<file path="config.mk">
export PLATFORM = sky130hd
export DESIGN_NAME = sm83_opfetch
export DESIGN_NICKNAME = d
export VERILOG_FILES = /design/src/rtl/sm83_pkg.sv /design/src/rtl/sm83_opfetch.sv
export SDC_FILE = /design/constraint.sdc
export NUM_CORES = 1
export LEC_CHECK = 0
export CORE_ASPECT_RATIO = 1.4
export CORE_UTILIZATION = 51
export DETAILED_ROUTE_END_ITERATION = 8
export GPL_TIMING_DRIVEN = 0
export PLACE_DENSITY = 0.87
export SLEW_MARGIN = 15
export SYNTH_ARGS = -nofsm -noshare
export SYNTH_HDL_FRONTEND = slang
export SYNTH_SLANG_ARGS = --single-unit
</file>
<file path="constraint.sdc">
create_clock -name clk -period 2.8 [get_ports clk]
set_clock_uncertainty 0.15 [all_clocks]
set_input_delay 0.56 -clock clk [delete_from_list [all_inputs] [get_ports clk]]
set_output_delay 0.56 -clock clk [all_outputs]
set_load 0.01 [all_outputs]
</file>
<file path="src/rtl/sm83_pkg.sv">
// Shared SM83 front-end types: fetch sequencer states, special opcodes and
// the ALU-class opcode test used by the decoder and by tests.
package sm83_pkg;

    typedef enum logic [2:0] {
        ST_FETCH    = 3'd0,
        ST_CB_FETCH = 3'd1,
        ST_EXEC     = 3'd2,
        ST_HALT     = 3'd3,
        ST_DISPATCH = 3'd4
    } state_t;

    localparam logic [7:0] OP_PREFIX_CB = 8'hCB;
    localparam logic [7:0] OP_HALT      = 8'h76;
    localparam logic [7:0] OP_NOP       = 8'h00;

    // 8-bit ALU ops: ALU r/(HL) is 10xxxxxx, ALU n is 11xxx110; never in the CB bank.
    function automatic logic is_alu_op(input logic [7:0] op, input logic cb);
        return !cb && ((op[7:6] == 2'b10) || ((op[7:6] == 2'b11) && (op[2:0] == 3'b110)));
    endfunction

endpackage

</file>
<file path="src/rtl/sm83_opfetch.sv">
// SM83 opcode fetch sequencer: captures opcodes (incl. CB prefix), tracks
// HALT, the halt bug and interrupt dispatch, and drives PC increment pulses.
module sm83_opfetch
    import sm83_pkg::*;
(
    input  logic       clk,
    input  logic       reset_n,
    input  logic [7:0] data_in,
    input  logic       data_valid,
    input  logic       op_done,
    input  logic       irq_pending,
    input  logic       ime,
    output logic [7:0] opcode,
    output logic       bank_cb,
    output logic       in_halt,
    output logic       in_alu,
    output logic       fetch_req,
    output logic       pc_inc,
    output logic       dispatch
);

    state_t     r_state;
    logic [7:0] r_opcode;
    logic       r_bank_cb;
    logic       r_in_halt;
    logic       r_in_alu;
    logic       r_pc_inc;
    logic       r_dispatch;
    logic       r_halt_bug;

    logic       w_take_irq;

    assign w_take_irq = irq_pending & ime;
    assign fetch_req  = (r_state == ST_FETCH) || (r_state == ST_CB_FETCH);

    assign opcode   = r_opcode;
    assign bank_cb  = r_bank_cb;
    assign in_halt  = r_in_halt;
    assign in_alu   = r_in_alu;
    assign pc_inc   = r_pc_inc;
    assign dispatch = r_dispatch;

    always_ff @(posedge clk or negedge reset_n) begin
        if (!reset_n) begin
            r_state    <= ST_FETCH;
            r_opcode   <= OP_NOP;
            r_bank_cb  <= 1'b0;
            r_in_halt  <= 1'b0;
            r_in_alu   <= 1'b0;
            r_pc_inc   <= 1'b0;
            r_dispatch <= 1'b0;
            r_halt_bug <= 1'b0;
        end else begin
            r_pc_inc <= 1'b0;
            case (r_state)
                ST_FETCH: begin
                    if (data_valid) begin
                        r_opcode   <= data_in;
                        r_bank_cb  <= 1'b0;
                        r_in_alu   <= is_alu_op(data_in, 1'b0);
                        // A pending halt bug swallows exactly this one increment.
                        r_pc_inc   <= !r_halt_bug;
                        r_halt_bug <= 1'b0;
                        if (data_in == OP_PREFIX_CB) begin
                            r_state <= ST_CB_FETCH;
                        end else if (data_in == OP_HALT) begin
                            if (!irq_pending) begin
                                r_state   <= ST_HALT;
                                r_in_halt <= 1'b1;
                            end else if (ime) begin
                                r_state    <= ST_DISPATCH;
                                r_opcode   <= OP_NOP;
                                r_in_alu   <= 1'b0;
                                r_dispatch <= 1'b1;
                            end else begin
                                r_state    <= ST_FETCH;
                                r_halt_bug <= 1'b1;
                            end
                        end else begin
                            r_state <= ST_EXEC;
                        end
                    end
                end

                ST_CB_FETCH: begin
                    if (data_valid) begin
                        r_opcode  <= data_in;
                        r_bank_cb <= 1'b1;
                        r_in_alu  <= is_alu_op(data_in, 1'b1);
                        r_pc_inc  <= 1'b1;
                        r_state   <= ST_EXEC;
                    end
                end

                ST_EXEC: begin
                    if (op_done) begin
                        if (w_take_irq) begin
                            r_state    <= ST_DISPATCH;
                            r_opcode   <= OP_NOP;
                            r_bank_cb  <= 1'b0;
                            r_in_alu   <= 1'b0;
                            r_dispatch <= 1'b1;
                        end else begin
                            r_state <= ST_FETCH;
                        end
                    end
                end

                ST_HALT: begin
                    // in_halt drops on wake; the exit itself happens one cycle later.
                    if (r_in_halt) begin
                        if (irq_pending) begin
                            r_in_halt <= 1'b0;
                        end
                    end else if (ime) begin
                        r_state    <= ST_DISPATCH;
                        r_opcode   <= OP_NOP;
                        r_bank_cb  <= 1'b0;
                        r_in_alu   <= 1'b0;
                        r_dispatch <= 1'b1;
                    end else begin
                        r_state <= ST_FETCH;
                    end
                end

                ST_DISPATCH: begin
                    if (op_done) begin
                        r_dispatch <= 1'b0;
                        r_state    <= ST_FETCH;
                    end
                end

                default: begin
                    r_state <= ST_FETCH;
                end
            endcase
        end
    end

endmodule

</file>
After elaboration in Yosys (flattened, before gate mapping)

Index checks and enable logic that the tools add are counted.
W data, S select, Z words.

Register bits: 17
Bits in latches: 0
Memory bits (writable): 0
ROM bits: 0
Bits of input ports: 14
Output and inout bits: 14
Word-level logic and storage cells: 101
Memories: 0

Add/subtract/negate cells: 0
Multiply operators: 0
Divide/modulo/power cells: 0
Magnitude comparators: 0
Eq/ne operators: 20
Shift-type cells: 0
Multiplexer cells: 59
Bitwise gates (word level): 1
Reductions and logical operators: 13

Operators by type and width:

| kind                 | count |
|---|---|
| $mux W8              | 10 |
| $mux W1              | 32 |
| $pmux W8 S4          | 1 |
| $mux W3              | 10 |
| $ne A2 B2 Y1 const B | 10 |
| $pmux W3 S5          | 1 |
| $pmux W1 S4          | 3 |
| $reduce_and A5 Y1    | 2 |
| $reduce_and A9 Y1    | 1 |
| $eq A8 B7 Y1 const B | 1 |
| $eq A8 B8 Y1 const B | 1 |
| $reduce_bool A4 Y1   | 2 |
| $reduce_and A7 Y1    | 1 |
| $eq A3 B2 Y1 const B | 2 |
| $eq A3 B3 Y1 const B | 2 |
| $eq A2 B2 Y1 const B | 2 |
| $pmux W1 S2          | 2 |
| $eq A3 B1 Y1 const B | 1 |
| $logic_not A3 Y1     | 1 |
| $logic_or A1 B1 Y1   | 2 |
| $ne A2 B1 Y1 const B | 1 |
| $reduce_and A2 Y1    | 1 |
| $reduce_bool A2 Y1   | 1 |
| $and A1 B1 Y1        | 1 |
| 2 further kinds      | 2 |

Logic depth before layout (Yosys ltp)

Gate-level depths: netlist of the first run.

Depth after elaboration: 9
Gate-level depth with buffers: 6

Least setup slack after synthesis of the first run

No wires, ideal clock.

Path kind: input-to-reg
Start: input port data_in[7]
End: register r_opcode[6] (netlist: opcode[6])
Library setup time: 0.125 ns
Data arrival time: 1.635 ns
Data required time: 2.525 ns
Slack: 0.890 ns
Stages on the path: 4
Path buffers: 0
Path through: and4bb_2 -> a41oi_1 -> a221o_1 -> mux2_4

Word-level cells in the longest chain between the ends: 5
Elaborated cells on any way between the ends: 6
Those cells by class: eq/ne (2); mux (4)

Ends and longest elaborated chain:

| item                   | RTL line           | source |
|---|---|---|
| start: declaration     | sm83_opfetch.sv:8  | `input logic [7:0] data_in,` |
| $eq A8 B7 Y1           | sm83_opfetch.sv:66 | `end else if (data_in == OP_HALT) begin` |
| $mux W8                | sm83_opfetch.sv:66 |  |
| $mux W8 *              | sm83_opfetch.sv:64 | `if (data_in == OP_PREFIX_CB) begin` |
| $mux W8 *              | sm83_opfetch.sv:57 | `if (data_valid) begin` |
| $pmux W8 S4 *          | sm83_opfetch.sv:55 | `case (r_state)` |
| end signal: assignment | sm83_opfetch.sv:58 | `r_opcode <= data_in;` |
| end signal: assignment | sm83_opfetch.sv:87 | `r_opcode <= data_in;` |
| end: declaration       | sm83_opfetch.sv:23 | `logic [7:0] r_opcode;` |

Every way passes the cells marked *; elsewhere a longest branch is shown, timed or not. The select of a mux whose other input is x is not followed.
A chain may end at the register's enable or synchronous reset.

Worst setup path after layout of the first run

Start: register r_state[1]
End: output port fetch_req

Word-level cells in the longest chain between the ends: 2
Elaborated cells on any way between the ends: 3
Those cells by class: eq/ne (1); reduce/logical (2)

Ends and longest elaborated chain:

| item                                                    | RTL line           | source |
|---|---|---|
| start: declaration                                      | sm83_opfetch.sv:22 | `state_t r_state;` |
| start signal: assignment                                | sm83_opfetch.sv:45 | `r_state <= ST_FETCH;` |
| start signal: assignment                                | sm83_opfetch.sv:65 | `r_state <= ST_CB_FETCH;` |
| start signal: assignment                                | sm83_opfetch.sv:68 | `r_state <= ST_HALT;` |
| $eq A3 B1 Y1 / $logic_not A3 Y1 (equally long branches) | sm83_opfetch.sv:34 | `assign fetch_req = (r_state == ST_FETCH) \|\| (r_state == ST_CB_FETCH);` |
| $logic_or A1 B1 Y1 *                                    | sm83_opfetch.sv:34 |  |
| end: declaration                                        | sm83_opfetch.sv:17 | `output logic fetch_req,` |

Every way passes the cells marked *; elsewhere a longest branch is shown, timed or not.

==> flow_summary.ini, run 1 <==
[placement]
place.gp.congestion = 0.8961
place_area_um2 = 1358
post-place-ws_ns = 0.1904
place_inst = 155
dp_hpwl_um = 1946
portBuffers = 27

[die]
dieWidth_um = 40.55
initial_utilization = 0.5443
die_area_um2 = 2269
design.core.area_um2 = 1949
die_h_um = 55.97
rows = 19
io_pins = 28

[clock_network]
cts_hold_buf = 0
cts_sinks = 17
clk_pin_slew_ns = 0.10
cts_buffers = 3
cts_tree = built
clk_path_buf_depth = 2
clk_latency_ns = 0.30
htreeDepth = 1
root_buffer = clkbuf_4
postCtsSetupBuffers = 0
cts-resized-gates = 0

[synth]
synth_ff_type = dfrtp_1
syn_avg_cell_area_um2 = 9.916
synth_compound_area_frac = 0.2264
netlist_top_cells_count = 17 x dfrtp_1, 11 x inv_1, 9 x o21ai_0
synth_nets = 121
yosysWarnings = 0
async_flop_share = 1.000
synthXorXnorAreaFrac = 0
synthAdderAreaFrac = 0
synth_top_family_by_area = compound AO/OA/AOI/OAI gates
synth_cell_type_count = 42
netlist_instances = 107
yosysMostFrequentCell = dfrtp_1
syn-cell-area_um2 = 1061
synthSimpleGateAreaFrac = 0.2087
synth_edf_count = 0
synthTopCellsByArea = dfrtp_1 40%, mux2_4 5.7%, mux2i_1 4.7%
ys_seq_area_frac = 0.4009
ys_ff_latch = 17
yosysTopAreaCell = dfrtp_1
synth_top_area_share = 0.4009
synthMuxAreaShare = 0.1038

[detailed_routing]
vias = 962
drt-initial-drc-count = 22
firstDrtPassIters = 4
viasPerCell = 6.050
drtAntennaViolNets = 0
drc_errors = 0
wirelength_um = 2540
wl_per_cell_um = 15.97

[setup_path]
r2r-start = r_state[1]
cp-start-kind = register
worstPathRequired_ns = 2.09
cp_data_arrival_time_ns = 1.74
cp_max_fo = 10
end_kind = output pin
critPathLaunch = r_state[1]
critical_path_class = register to output pin

[global_routing]
grt_antenna_before_repair = 0
overflow = 0
grt_usage = 0.2612
grt_pass1_vias = 946
grt_pass1_wl_um = 4222
grt_max_degree = 18

[final_layout]
syn2layout_area_growth_pct = 30.42
drive_gt1_frac = 0.1159
antenna_cells = 0
layoutNonFillerInstCount = 159
nNetsFinal = 153
fin_util = 0.7099
postLayoutCellArea_um2 = 1384

[sta]
rsz0062_at_grt = no
max_freq_ghz = 0.4086
slew_violations = 0
setup-tns-final_ns = 0
tightest_slew_ns = 0.7155
whs_ns = 0.3375
postLayoutSetupSlackWorst_ns = 0.3528
hold_viol_final = 0
maxSlewHeadroom = 0.5215
finalSetupViolCount = 0
finalCritPeriodShare = 0.8740
min_period_ns = 2.447

[worst_hold_path]
hold_class = register to register
min_from = r_halt_bug

[power]
p_int_mw = 0.7262
power.switching_mw = 0.4216
power_frac_comb = 0.563
ir_drop_uv = 490.4
power_frac_clock = 0.116
power_mw = 1.148
power_frac_seq = 0.321
power_leakage_nw = 0.5637
power_density_nw_per_um2 = 829.5
swShare = 0.3673

[run_status]
run_status = finished, final reports clean

[run]
drv_cap = 0
sequential cells by signal (all words and copies together), names as in the netlist:
register / cells
bank_cb: 1
r_state: 3
in_alu: 1
in_halt: 1
dispatch: 1
opcode: 8
pc_inc: 1
r_halt_bug: 1
power groups by stage:
| stage | Sequential [mW] | Combinational, mW | Clock, mW |
|---|---|---|---|
| finish | 0.368 | 0.647 | 0.133 |
| global route | 0.380 | 0.703 | 0.143 |
| CTS | 0.370 | 0.650 | 0.132 |
| detailed placement | 0.376 | 0.646 | 0 |
| global placement | 0.372 | 0.627 | 0 |
| floorplan | 0.405 | 0.359 | 0 |
kinds of logic (layout without fill, tap and decap cells):
logic type / Yosys count / count (layout)
buffers and inverters: 15 / 46
muxes: 9 / 9
DFF: 17 / 17
AOI/OAI and AO/OA: 31 / 31
and+or+nand+nor: 35 / 35
path summary, 6_finish.rpt:
kind                         endpoint  slack (ns)  cells after the start
hold / removal                 pc_inc        0.34                      1
setup / recovery            fetch_req        0.35                      4
setup reg to reg               in_alu        0.70                      5
max in group asynchronous  r_state[0]        1.51                      1
min in group asynchronous   opcode[3]        0.53                      1
hold reg to reg                pc_inc        0.34                      1
metal layers:
layer | GRT usage | vias up | wire [um]
met5 | 0 | - | 0
met4 | 0.05714 | 0 | 27
met3 | 0.04800 | 5 | 123
met2 | 0.4467 | 32 | 1329
met1 | 0.3211 | 466 | 1060
li1 | - | 459 | -
critical path, cell delays in order, from the launching register on:
cell and delay (ns):
dfrtp_1 0.37, buf_4 0.16, clkbuf_1 0.21, nor2_1 0.15, clkdlybuf4s50_1 0.54
final cells by class:
cell class	count	area, um^2
plain buffers	4	22.52
clock buffers	4	26.28
fillers	151	565.5
inverters	11	41.29
multi-input cells	75	571.8
flip-flops and latches	17	425.4
well taps	21	26.28
repair buffers	27	270.3
cell usage in the layout, fill, tap and decap left out, drive strengths merged, types with 2 or more instances in the layout:
cell type / netlist / routed
clkbuf: 2 / 6
dfrtp: 17 / 17
nor2: 3 / 3
nand2b: 5 / 5
o31ai: 2 / 2
nand4: 2 / 2
nand3b: 3 / 3
a21oi: 2 / 2
nor2b: 3 / 3
o21ai: 9 / 9
inv: 11 / 11
o21bai: 2 / 2
nand3: 3 / 3
nand2: 6 / 6
buf: 2 / 2
mux2: 4 / 4
a31oi: 2 / 2
mux2i: 5 / 5
clkdlybuf4s50: 0 / 27
o22a: 2 / 2
Power figures use the tool's default switching activity.
==> inputs of run 2 (changes only) <==
CAP_MARGIN = 20   (was not set)
==> results of run 2 <==
Same layout as run 1: the final DEF is identical, and so are final timing and power.
